`src/rtl/cs_pkg.sv`:
```
// Shared constants for the control sequencer: opcodes, ALU codes, step encodings
// and the bit map of the datapath strobe word.
package cs_pkg;

  localparam int unsigned CTRL_W = 21;

  localparam int unsigned B_PC_OUT    = 0;
  localparam int unsigned B_MAR_IN    = 1;
  localparam int unsigned B_Z_IN      = 2;
  localparam int unsigned B_ZLO_OUT   = 3;
  localparam int unsigned B_PC_IN     = 4;
  localparam int unsigned B_MDR_IN    = 5;
  localparam int unsigned B_MEM_READ  = 6;
  localparam int unsigned B_MDR_OUT   = 7;
  localparam int unsigned B_IR_IN     = 8;
  localparam int unsigned B_GRA       = 9;
  localparam int unsigned B_GRB       = 10;
  localparam int unsigned B_GRC       = 11;
  localparam int unsigned B_R_IN      = 12;
  localparam int unsigned B_R_OUT     = 13;
  localparam int unsigned B_Y_IN      = 14;
  localparam int unsigned B_C_OUT     = 15;
  localparam int unsigned B_BA_OUT    = 16;
  localparam int unsigned B_MEM_WRITE = 17;
  localparam int unsigned B_CON_IN    = 18;
  localparam int unsigned B_IPORT_OUT = 19;
  localparam int unsigned B_OPORT_IN  = 20;

  localparam logic [4:0] OPC_LD   = 5'b00000;
  localparam logic [4:0] OPC_ST   = 5'b00010;
  localparam logic [4:0] OPC_RLO  = 5'b00011;
  localparam logic [4:0] OPC_RHI  = 5'b01011;
  localparam logic [4:0] OPC_ADDI = 5'b01100;
  localparam logic [4:0] OPC_BR   = 5'b10010;
  localparam logic [4:0] OPC_IN   = 5'b10110;
  localparam logic [4:0] OPC_OUT  = 5'b10111;
  localparam logic [4:0] OPC_NOP  = 5'b11010;
  localparam logic [4:0] OPC_HALT = 5'b11011;

  localparam logic [4:0] ALU_ADD = 5'b00011;
  localparam logic [4:0] ALU_INC = 5'b11111;

  localparam logic [3:0] TS_IDLE = 4'd0;
  localparam logic [3:0] TS_T0   = 4'd1;
  localparam logic [3:0] TS_T1   = 4'd2;
  localparam logic [3:0] TS_T2   = 4'd3;
  localparam logic [3:0] TS_T3   = 4'd4;
  localparam logic [3:0] TS_T4   = 4'd5;
  localparam logic [3:0] TS_T5   = 4'd6;
  localparam logic [3:0] TS_T6   = 4'd7;
  localparam logic [3:0] TS_T7   = 4'd8;
  localparam logic [3:0] TS_HALT = 4'd15;

  typedef enum logic [3:0] {
    CLS_LD    = 4'd0,
    CLS_ST    = 4'd1,
    CLS_RTYPE = 4'd2,
    CLS_ADDI  = 4'd3,
    CLS_BR    = 4'd4,
    CLS_IN    = 4'd5,
    CLS_OUT   = 4'd6,
    CLS_NOP   = 4'd7,
    CLS_HALT  = 4'd8,
    CLS_ILL   = 4'd9
  } instr_cls_e;

  function automatic instr_cls_e decode_cls(input logic [4:0] op);
    instr_cls_e cls;
    if (op == OPC_LD)                         cls = CLS_LD;
    else if (op == OPC_ST)                    cls = CLS_ST;
    else if ((op >= OPC_RLO) && (op <= OPC_RHI)) cls = CLS_RTYPE;
    else if (op == OPC_ADDI)                  cls = CLS_ADDI;
    else if (op == OPC_BR)                    cls = CLS_BR;
    else if (op == OPC_IN)                    cls = CLS_IN;
    else if (op == OPC_OUT)                   cls = CLS_OUT;
    else if (op == OPC_NOP)                   cls = CLS_NOP;
    else if (op == OPC_HALT)                  cls = CLS_HALT;
    else                                      cls = CLS_ILL;
    return cls;
  endfunction

endpackage

```
`src/rtl/cs_wait_timer.sv`:
```
// Memory-handshake wait timer: loadable down-counter whose expired flag marks
// the last cycle a wait step may spend before the sequencer gives up.
module cs_wait_timer #(
  parameter int unsigned LOAD_VAL = 15
) (
  input  logic clock,
  input  logic clear,
  input  logic i_load,
  input  logic i_dec,
  output logic o_expired
);

  logic [7:0] r_count;

  // Load on step entry, count down while the step is held, never wrap below zero.
  always_ff @(posedge clock) begin
    if (clear) begin
      r_count <= 8'd0;
    end else if (i_load) begin
      r_count <= 8'(LOAD_VAL);
    end else if (i_dec && (r_count != 8'd0)) begin
      r_count <= r_count - 8'd1;
    end else begin
      r_count <= r_count;
    end
  end

  assign o_expired = (r_count == 8'd1);

endmodule

```
`src/rtl/control_sequencer.sv`:
```
// Hardwired control sequencer: steps T0..T7 per instruction class, Moore strobe
// decode, memory wait handling with timeout, HALT/fault tracking and retire count.
module control_sequencer
  import cs_pkg::*;
#(
  parameter int OPC_W       = 5,
  parameter int ALU_W       = 5,
  parameter int MEM_TIMEOUT = 15,
  parameter int CNT_W       = 16
) (
  input  logic              clock,
  input  logic              clear,
  input  logic              start,
  input  logic              stall,
  input  logic [OPC_W-1:0]  opcode,
  input  logic              con_ff,
  input  logic              mem_ready,
  output logic [CTRL_W-1:0] ctrl_word,
  output logic [ALU_W-1:0]  alu_code,
  output logic [3:0]        t_state,
  output logic              halted,
  output logic              fault,
  output logic [CNT_W-1:0]  instr_count
);

  logic [3:0]        r_state;
  logic              r_halted;
  logic              r_fault;
  logic [CNT_W-1:0]  r_count;

  logic [4:0]        w_opc;
  instr_cls_e        w_cls;
  logic [3:0]        w_next;
  logic              w_retire;
  logic              w_fault;
  logic              w_expired;
  logic              w_load;
  logic              w_dec;
  logic [CTRL_W-1:0] w_cw;
  logic [4:0]        w_alu_sel;
  logic [CTRL_W-1:0] w_cw_gated;

  // The class is taken at the end of T2, the edge on which IR is loaded.
  assign w_opc = 5'(opcode);
  assign w_cls = decode_cls(w_opc);

  // Next-step selection; a class that changes mid-instruction ends in a fault halt.
  always_comb begin
    w_next   = r_state;
    w_retire = 1'b0;
    w_fault  = 1'b0;
    if (stall) begin
      w_next = r_state;
    end else begin
      case (r_state)
        TS_IDLE, TS_HALT: begin
          if (start) w_next = TS_T0;
          else       w_next = r_state;
        end
        TS_T0: w_next = TS_T1;
        TS_T1: begin
          if (mem_ready) begin
            w_next = TS_T2;
          end else if (w_expired) begin
            w_next  = TS_HALT;
            w_fault = 1'b1;
          end else begin
            w_next = r_state;
          end
        end
        TS_T2: begin
          case (w_cls)
            CLS_HALT: begin w_next = TS_HALT; w_retire = 1'b1; end
            CLS_ILL:  begin w_next = TS_HALT; w_fault  = 1'b1; end
            default:  w_next = TS_T3;
          endcase
        end
        TS_T3: begin
          case (w_cls)
            CLS_IN, CLS_OUT, CLS_NOP: begin w_next = TS_T0; w_retire = 1'b1; end
            CLS_RTYPE, CLS_ADDI, CLS_LD, CLS_ST, CLS_BR: w_next = TS_T4;
            default: begin w_next = TS_HALT; w_fault = 1'b1; end
          endcase
        end
        TS_T4: begin
          case (w_cls)
            CLS_RTYPE, CLS_ADDI, CLS_LD, CLS_ST, CLS_BR: w_next = TS_T5;
            default: begin w_next = TS_HALT; w_fault = 1'b1; end
          endcase
        end
        TS_T5: begin
          case (w_cls)
            CLS_RTYPE, CLS_ADDI: begin w_next = TS_T0; w_retire = 1'b1; end
            CLS_LD, CLS_ST, CLS_BR: w_next = TS_T6;
            default: begin w_next = TS_HALT; w_fault = 1'b1; end
          endcase
        end
        TS_T6: begin
          case (w_cls)
            CLS_LD: begin
              if (mem_ready) begin
                w_next = TS_T7;
              end else if (w_expired) begin
                w_next  = TS_HALT;
                w_fault = 1'b1;
              end else begin
                w_next = r_state;
              end
            end
            CLS_ST: w_next = TS_T7;
            CLS_BR: begin w_next = TS_T0; w_retire = 1'b1; end
            default: begin w_next = TS_HALT; w_fault = 1'b1; end
          endcase
        end
        TS_T7: begin
          case (w_cls)
            CLS_LD: begin w_next = TS_T0; w_retire = 1'b1; end
            CLS_ST: begin
              if (mem_ready) begin
                w_next   = TS_T0;
                w_retire = 1'b1;
              end else if (w_expired) begin
                w_next  = TS_HALT;
                w_fault = 1'b1;
              end else begin
                w_next = r_state;
              end
            end
            default: begin w_next = TS_HALT; w_fault = 1'b1; end
          endcase
        end
        default: w_next = TS_IDLE;
      endcase
    end
  end

  // Reloading on every step change covers entry into each wait step.
  assign w_load = !stall && (w_next != r_state);
  assign w_dec  = !stall;

  cs_wait_timer #(
    .LOAD_VAL (MEM_TIMEOUT)
  ) u_wait_timer (
    .clock     (clock),
    .clear     (clear),
    .i_load    (w_load),
    .i_dec     (w_dec),
    .o_expired (w_expired)
  );

  // Step register, retire counter and halt/fault status.
  always_ff @(posedge clock) begin
    if (clear) begin
      r_state  <= TS_IDLE;
      r_count  <= {CNT_W{1'b0}};
      r_halted <= 1'b0;
      r_fault  <= 1'b0;
    end else begin
      r_state <= w_next;
      if (w_retire) r_count <= r_count + CNT_W'(1);
      else          r_count <= r_count;
      if ((w_next == TS_HALT) && (r_state != TS_HALT)) begin
        r_halted <= 1'b1;
        r_fault  <= w_fault;
      end else if ((r_state == TS_HALT) && (w_next == TS_T0)) begin
        r_halted <= 1'b0;
        r_fault  <= 1'b0;
      end else begin
        r_halted <= r_halted;
        r_fault  <= r_fault;
      end
    end
  end

  // Strobe decode from the registered step; PCIn qualifiers follow mem_ready / con_ff.
  always_comb begin
    w_cw      = {CTRL_W{1'b0}};
    w_alu_sel = 5'd0;
    case (r_state)
      TS_T0: begin
        w_cw[B_PC_OUT] = 1'b1; w_cw[B_MAR_IN] = 1'b1; w_cw[B_Z_IN] = 1'b1;
        w_alu_sel = ALU_INC;
      end
      TS_T1: begin
        w_cw[B_ZLO_OUT] = 1'b1; w_cw[B_MDR_IN] = 1'b1; w_cw[B_MEM_READ] = 1'b1;
        w_cw[B_PC_IN]   = mem_ready;
      end
      TS_T2: begin
        w_cw[B_MDR_OUT] = 1'b1; w_cw[B_IR_IN] = 1'b1;
      end
      TS_T3: begin
        case (w_cls)
          CLS_RTYPE, CLS_ADDI: begin w_cw[B_GRB] = 1'b1; w_cw[B_R_OUT] = 1'b1; w_cw[B_Y_IN] = 1'b1; end
          CLS_LD, CLS_ST:      begin w_cw[B_GRB] = 1'b1; w_cw[B_BA_OUT] = 1'b1; w_cw[B_Y_IN] = 1'b1; end
          CLS_BR:  begin w_cw[B_GRA] = 1'b1; w_cw[B_R_OUT] = 1'b1; w_cw[B_CON_IN] = 1'b1; end
          CLS_IN:  begin w_cw[B_IPORT_OUT] = 1'b1; w_cw[B_GRA] = 1'b1; w_cw[B_R_IN] = 1'b1; end
          CLS_OUT: begin w_cw[B_GRA] = 1'b1; w_cw[B_R_OUT] = 1'b1; w_cw[B_OPORT_IN] = 1'b1; end
          default: w_cw = {CTRL_W{1'b0}};
        endcase
      end
      TS_T4: begin
        case (w_cls)
          CLS_RTYPE: begin
            w_cw[B_GRC] = 1'b1; w_cw[B_R_OUT] = 1'b1; w_cw[B_Z_IN] = 1'b1;
            w_alu_sel = w_opc;
          end
          CLS_ADDI, CLS_LD, CLS_ST: begin
            w_cw[B_C_OUT] = 1'b1; w_cw[B_Z_IN] = 1'b1;
            w_alu_sel = ALU_ADD;
          end
          CLS_BR:  begin w_cw[B_PC_OUT] = 1'b1; w_cw[B_Y_IN] = 1'b1; end
          default: w_cw = {CTRL_W{1'b0}};
        endcase
      end
      TS_T5: begin
        case (w_cls)
          CLS_RTYPE, CLS_ADDI: begin w_cw[B_ZLO_OUT] = 1'b1; w_cw[B_GRA] = 1'b1; w_cw[B_R_IN] = 1'b1; end
          CLS_LD, CLS_ST:      begin w_cw[B_ZLO_OUT] = 1'b1; w_cw[B_MAR_IN] = 1'b1; end
          CLS_BR: begin
            w_cw[B_C_OUT] = 1'b1; w_cw[B_Z_IN] = 1'b1;
            w_alu_sel = ALU_ADD;
          end
          default: w_cw = {CTRL_W{1'b0}};
        endcase
      end
      TS_T6: begin
        case (w_cls)
          CLS_LD: begin w_cw[B_MEM_READ] = 1'b1; w_cw[B_MDR_IN] = 1'b1; end
          CLS_ST: begin w_cw[B_GRA] = 1'b1; w_cw[B_R_OUT] = 1'b1; w_cw[B_MDR_IN] = 1'b1; end
          CLS_BR: begin w_cw[B_ZLO_OUT] = 1'b1; w_cw[B_PC_IN] = con_ff; end
          default: w_cw = {CTRL_W{1'b0}};
        endcase
      end
      TS_T7: begin
        case (w_cls)
          CLS_LD:  begin w_cw[B_MDR_OUT] = 1'b1; w_cw[B_GRA] = 1'b1; w_cw[B_R_IN] = 1'b1; end
          CLS_ST:  w_cw[B_MEM_WRITE] = 1'b1;
          default: w_cw = {CTRL_W{1'b0}};
        endcase
      end
      default: w_cw = {CTRL_W{1'b0}};
    endcase
  end

  assign w_cw_gated  = stall ? {CTRL_W{1'b0}} : w_cw;
  assign ctrl_word   = w_cw_gated;
  assign alu_code    = w_cw_gated[B_Z_IN] ? ALU_W'(w_alu_sel) : {ALU_W{1'b0}};
  assign t_state     = r_state;
  assign halted      = r_halted;
  assign fault       = r_fault;
  assign instr_count = r_count;

endmodule

```
`config.mk`:
```
export PLATFORM = sky130hd
export DESIGN_NAME = control_sequencer
export DESIGN_NICKNAME = d
export VERILOG_FILES = /design/src/rtl/cs_pkg.sv /design/src/rtl/cs_wait_timer.sv /design/src/rtl/control_sequencer.sv
export SDC_FILE = /design/constraint.sdc
export NUM_CORES = 1
export LEC_CHECK = 0
export BUFFER_PORTS_ARGS = -buffer_cell sky130_fd_sc_hd__buf_2
export CAP_MARGIN = 20
export CORE_ASPECT_RATIO = 0.7
export CORE_MARGIN = 3
export CORE_UTILIZATION = 45
export CTS_BUF_LIST = sky130_fd_sc_hd__clkbuf_8 sky130_fd_sc_hd__clkbuf_16
export CTS_CLUSTER_SIZE = 28
export DETAILED_ROUTE_END_ITERATION = 16
export PLACE_DENSITY = 0.75
export SLEW_MARGIN = 20
export SYNTH_ARGS = -nofsm -noshare
export SYNTH_HDL_FRONTEND = slang
export SYNTH_SLANG_ARGS = --single-unit
```
`constraint.sdc`:
```
create_clock -name clock -period 3.2 [get_ports clock]
set_input_delay 0.48 -clock clock [delete_from_list [all_inputs] [get_ports clock]]
set_output_delay 0.48 -clock clock [all_outputs]
set_load 0.005 [all_outputs]
```
==> Word-level counts from Yosys, hierarchy flattened <==
Cells that the tools add are included.
Widths: inputs -> output; s select.
{ "totals": {"input_bits": 11, "register_bits": 30} }
{ "classes": {"magnitude_cmp": 2, "add_sub_neg": 2, "mux": 64, "n_reduce_logical": 27, "eq_ne": 30} }
{ "ops": {"columns": ["operator", "count"], "rows": [
  ["$mux 4", 18],
  ["$pmux 12 s5", 1],
  ["$pmux 4 s9", 1],
  ["$eq 4x3->1 const B", 8],
  ["$mux 1", 26],
  ["$eq 5x5->1 const B", 5],
  ["$pmux 4 s2", 3],
  ["$pmux 4 s3", 2],
  ["$mux 21", 1],
  ["$eq 4x4->1 const B", 5],
  ["$add 16x1->16 const B", 1],
  ["$eq 4x2->1 const B", 4],
  ["$pmux 5 s3", 1],
  ["$reduce_or 2->1", 7],
  ["$eq 4x1->1 const B", 3],
  ["$reduce_or 3->1", 4],
  ["$pmux 5 s2", 1],
  ["$pmux 3 s3", 1],
  ["$eq 8x1->1 const B", 1],
  ["$logic_not 4->1", 2],
  ["$reduce_bool 8->1", 1],
  ["$reduce_or 4->1", 2],
  ["$reduce_or 8->1", 1],
  ["$sub 8x1->8 const B", 1],
  ["other kinds (17)", 25]
]} }

==> Longest topological paths before layout <==
{ "depth": {"depth_word": 19, "ltp_mapped": 11, "ltp_nobuf": 10} }

==> Modules after synthesis <==
A second synthesis with hierarchy kept.
{ "unflattened": {"hier_cells": 381, "area_unflattened_um2": 2827.7} }
{ "modules_own_cells": {"columns": ["mod", "cells_each", "instances", "area_each_um2", "seq_area_each_um2"], "rows": [
  ["control_sequencer", 324, 1, 2322.2, 440.4],
  ["cs_wait_timer", 57, 1, 505.5, 160.2]
]} }

==> Least setup slack after synthesis <==
Ideal clock, no wire load.
{ "synth_path": {"path_type": "input-to-output", "from": "input port opcode[4]", "to": "output port alu_code[2]", "n_path_buf": 2, "path_slack_ns": 0.410, "arrival_time_ns": 2.310, "path_stages": 9, "cell_sequence": "buf_2 clkbuf_1 nor2b_1 maj3_1 a211oi_1 nand2_1 nor2_1 nand2_1 a21oi_1"} }
{ "synth_between": {"elab_chain_cells": 16, "elab_cells_between_ends": 34, "cone_classes": "order compare (2); eq/ne (11); mux (16); reduce/logical (5)"} }
{ "synth_lines": {"columns": ["element", "line_no", "source"], "rows": [
  ["from (decl)", "control_sequencer.sv:15", "input logic [OPC_W-1:0] opcode,"],
  ["$eq 5x5->1", "cs_pkg.sv:77", "else if (op == OPC_HALT) cls = CLS_HALT;"],
  ["$mux 1", "cs_pkg.sv:77", null],
  ["$mux 4", "cs_pkg.sv:76", "else if (op == OPC_NOP) cls = CLS_NOP;"],
  ["$mux 4", "cs_pkg.sv:75", "else if (op == OPC_OUT) cls = CLS_OUT;"],
  ["$mux 4", "cs_pkg.sv:74", "else if (op == OPC_IN) cls = CLS_IN;"],
  ["$mux 4", "cs_pkg.sv:73", "else if (op == OPC_BR) cls = CLS_BR;"],
  ["$mux 4", "cs_pkg.sv:72", "else if (op == OPC_ADDI) cls = CLS_ADDI;"],
  ["$mux 4", "cs_pkg.sv:71", "else if ((op >= OPC_RLO) && (op <= OPC_RHI)) cls = CLS_RTYPE;"],
  ["$mux 4", "cs_pkg.sv:70", "else if (op == OPC_ST) cls = CLS_ST;"],
  ["$mux 4 *", "cs_pkg.sv:69", "if (op == OPC_LD) cls = CLS_LD;"],
  ["$eq 4x1->1, or another cell as far along", "control_sequencer.sv:202", "case (w_cls)"],
  ["$reduce_or 4->1 (no line)", null, null],
  ["$mux 1", "control_sequencer.sv:202", null],
  ["$pmux 3 s3", "control_sequencer.sv:179", "case (r_state)"],
  ["$mux 21", "control_sequencer.sv:245", "assign w_cw_gated = stall ? {CTRL_W{1'b0}} : w_cw;"],
  ["$mux 5 *", "control_sequencer.sv:247", "assign alu_code = w_cw_gated[B_Z_IN] ? ALU_W'(w_alu_sel) : {ALU_W{1'b0}};"],
  ["to (decl)", "control_sequencer.sv:19", "output logic [ALU_W-1:0] alu_code,"]
]} }
Every way passes the cells marked *; elsewhere a longest branch is shown, timed or not.

==> Worst setup path in the final report <==
{ "layout_path": {"from": "register r_state[1] (netlist: t_state[1])", "to": "output port ctrl_word[12]"} }
{ "layout_between": {"elab_chain_cells": 3, "elab_cells_between_ends": 7, "cone_classes": "eq/ne (5); mux (2)"} }
{ "layout_lines": {"columns": ["element", "line_no", "source"], "rows": [
  ["from (decl)", "control_sequencer.sv:26", "logic [3:0] r_state;"],
  ["from (signal assigned)", "control_sequencer.sv:159", "r_state <= w_next;"],
  ["$eq 4x4->1 / $eq 4x3->1 (equally long branches)", "control_sequencer.sv:179", null],
  ["$pmux 12 s5 *", "control_sequencer.sv:179", null],
  ["$mux 21 *", "control_sequencer.sv:245", null],
  ["to (decl)", "control_sequencer.sv:18", "output logic [CTRL_W-1:0] ctrl_word,"]
]} }
Marked as above.

==> flow_summary.yaml <==
layout:
  drive_gt1_share_pct: 23.6
  antenna_cells: 0
  fin_cells: 492
  syn_to_final_growth_pct: 16.3
  stdcell_area_mm2: 0.00314
  final_net_count: 433
power_and_ir_drop:
  power_density_mw_per_mm2: 344
  ir_worst_vdd_mv: 0.172
  power.share.switching_pct: 35.0
  pwr-share-comb_pct: 30.5
  intPower_mw: 0.703
  power_switching_mw: 0.378
  pwr-share-clk_pct: 29.8
  power_leakage_nw: 1.29
  power_frac_seq_pct: 39.7
  p_total_mw: 1.08
routing:
  wirelength_um: 7900
  drt-vias-per-instance: 6.07
  vias: 2985
  wl_per_cell_um: 16.0
  ant_nets: 0
  drt_iter0_markers: 416
  drc: 0
  dr.pass1.iters: 5
synth:
  synth_most_common_cell: "nor2_1"
  synth_flop_cell: "dfxtp_1"
  netlist_instances: 368
  ys_ff_latch: 30
  ys_seq_area_share_pct: 22.2
  synth-edff-count: 0
  yosysTopAreaCellShare_pct: 22.2
  synthTopCellsByCount: "nor2_1, nand2_1, a21oi_1, dfxtp_1, nand3_1"
  avgSynthCellArea_um2: 7.34
  synth_nets: 382
  ys_async_sr_fraction_pct: 0
  netlist_top_cells_area: "dfxtp_1, nor2_1, a21oi_1"
  ys_types: 70
  synthesis.yosys.warnings: 0
  synth.largest_area_cell: "dfxtp_1"
  synth_area_mm2: 0.00270
die:
  floorplan.initialDensity_pct: 49.1
  num_io_pins: 59
  core_area_mm2: 0.00551
  die_h_um: 70.8
  dieArea_mm2: 0.00698
  fp.dieW_um: 98.6
  rows: 22
critical_path:
  endpoint_kind: "primary output"
  critPathRequiredTime_ns: 2.72
  critPathLaunchType: "flop"
  crit_type: "reg2out"
  path_max_fanout: 13
  rrSetupSlack_ns: 0.31
  cp.arrival_ns: 2.46
timing:
  finalSetupViolCount: 0
  skew_ns: 0.00764
  finalCriticalPeriod_ns: 2.94
  post-route-period-util_pct: 92.0
  max_freq_mhz: 340
  slew_viol_final: 0
  slew_headroom_pct: 55.0
  tightest_slew_ns: 0.669
  rsz0062_at_grt: "no"
  fin_setup_tns_ns: 0
  finalHoldViolCount: 0
clocking:
  path_clk_slew_ns: 0.07
  ctsHtreeMaxLevel: 2
  cts_tree: "built"
  numCtsBuffers: 5
  root_buffer: "clkbuf_8"
  cts.sinks: 30
  postCtsSetupRepairBufs: 0
  cts_buffer_depth: 2
  cts_resized: 0
  ctsHoldBuffers: 0
  clk_latency_ns: 0.28
placed_design:
  portBuffers: 58
  placed_area_mm2: 0.00305
  dp.final_hpwl_um: 5980
  place_inst: 484
  gp_congestion: 1.05
run_status:
  status: "completed"
hold_path:
  hp-class: "reg2reg"
grt:
  grt_first_pass_wirelength_um: 12800
  grt_max_degree: 32
  grt_overflow_total: 0
  grt_pass1_vias: 2584
  grt_usage_pct: 22.0
  antenna_found_initial: 0
run:
  maxCapViolCount: 0
-- final timing paths --
check / from / endpoint / depth (start not counted)
worst max-delay path: t_state[1] / ctrl_word[12] / 5
worst min-delay path: halted / halted / 2
worst max register to register: t_state[1] / instr_count[6] / 8
worst min register to register: halted / halted / 2
-- cell type report --
| class | instances | area [µm²] |
|---|---|---|
| clock inverter | 2 | 12.5 |
| tap | 72 | 90.1 |
| multi-input combinational | 299 | 1920 |
| sequential | 30 | 601 |
| fill | 526 | 2360 |
| timing repair buffer | 73 | 403 |
| inverter | 10 | 37.5 |
| clock buffer | 6 | 82.6 |
-- power groups by stage --
stage	clock network (mW)	registers (mW)	logic, mW
after CTS	0.332	0.428	0.324
after global placement	0	0.436	0.319
after global routing	0.348	0.434	0.364
final	0.322	0.429	0.330
after detailed placement	0	0.436	0.322
after floorplan	0	0.427	0.254
-- logic make-up (layout without fill, tap and decap cells) --
kind of cell / count (synthesis) / after routing / share of synthesized area (%)
and+or+nand+nor: 168 / 168 / 33.8
AOI/OAI and AO/OA: 101 / 101 / 26.7
buffers and inverters: 39 / 91 / 6.81
DFF: 30 / 30 / 22.2
xor gates and xnor gates: 21 / 21 / 6.81
adders and majority gates: 5 / 5 / 2.13
muxes: 4 / 4 / 1.48
-- cells in the final DEF, fill, tap and decap left out, types with 3 or more instances in the layout --
cell      Yosys  final
buf_2        12     58
a221oi_1      3      3
nor3_1       13     13
nor4b_1       3      3
a31oi_1       5      5
o22ai_1       3      3
nand4_1       3      3
and3_1        6      6
o21bai_1      4      4
clkbuf_8      0      6
o21a_1        4      4
nor2b_1       9      9
ha_1          3      3
dfxtp_1      30     30
nor3b_2       4      4
nand2b_1      5      5
inv_1        10     10
or3_1         5      5
xor2_1       11     11
a22oi_1       3      3
a211oi_1      4      4
buf_4         0     15
nand3_1      17     17
mux2i_1       4      4
nor3b_1       3      3
nor2_1       47     47
a21oi_1      33     33
nor4_1        3      3
xnor2_1      10     10
o21ai_0      14     14
nand2_1      34     34
-- state kept, by name, indices dropped and copies added (netlist names) --
register	cells
fault	1
halted	1
instr_count	16
t_state	4
u_wait_timer.r_count	8
-- stage by stage --
step           hold slack (ns)  utilization [%]  setup WS, ns
6_report                 0.476             57.1         0.256
5_1_grt                  0.545             57.1         0.125
4_1_cts                  0.483             57.1         0.322
3_5_place_dp             0.464             55.4         0.227
3_3_place_gp             0.475             55.4         0.248
2_1_floorplan            0.449                -         0.410
-- layer usage --
metal / vias up / GRT usage (%) / share of wire [%] / wire (µm)
li1: 1438 / - / - / -
met1: 1364 / 34.8 / 48 / 3820
met2: 174 / 29.1 / 39 / 3060
met3: 9 / 6.60 / 12 / 950
met4: 0 / 3.64 / 0.72 / 57
met5: - / 0 / 0 / 0
-- worst max-delay path, stage by stage (launching register included) --
cell	delay, ns
dfxtp_1	0.47
or4b_1	0.73
nor4_2	0.36
nor4b_1	0.33
o21bai_1	0.16
buf_2	0.13
No activity file was read; power rests on OpenSTA's default activity.
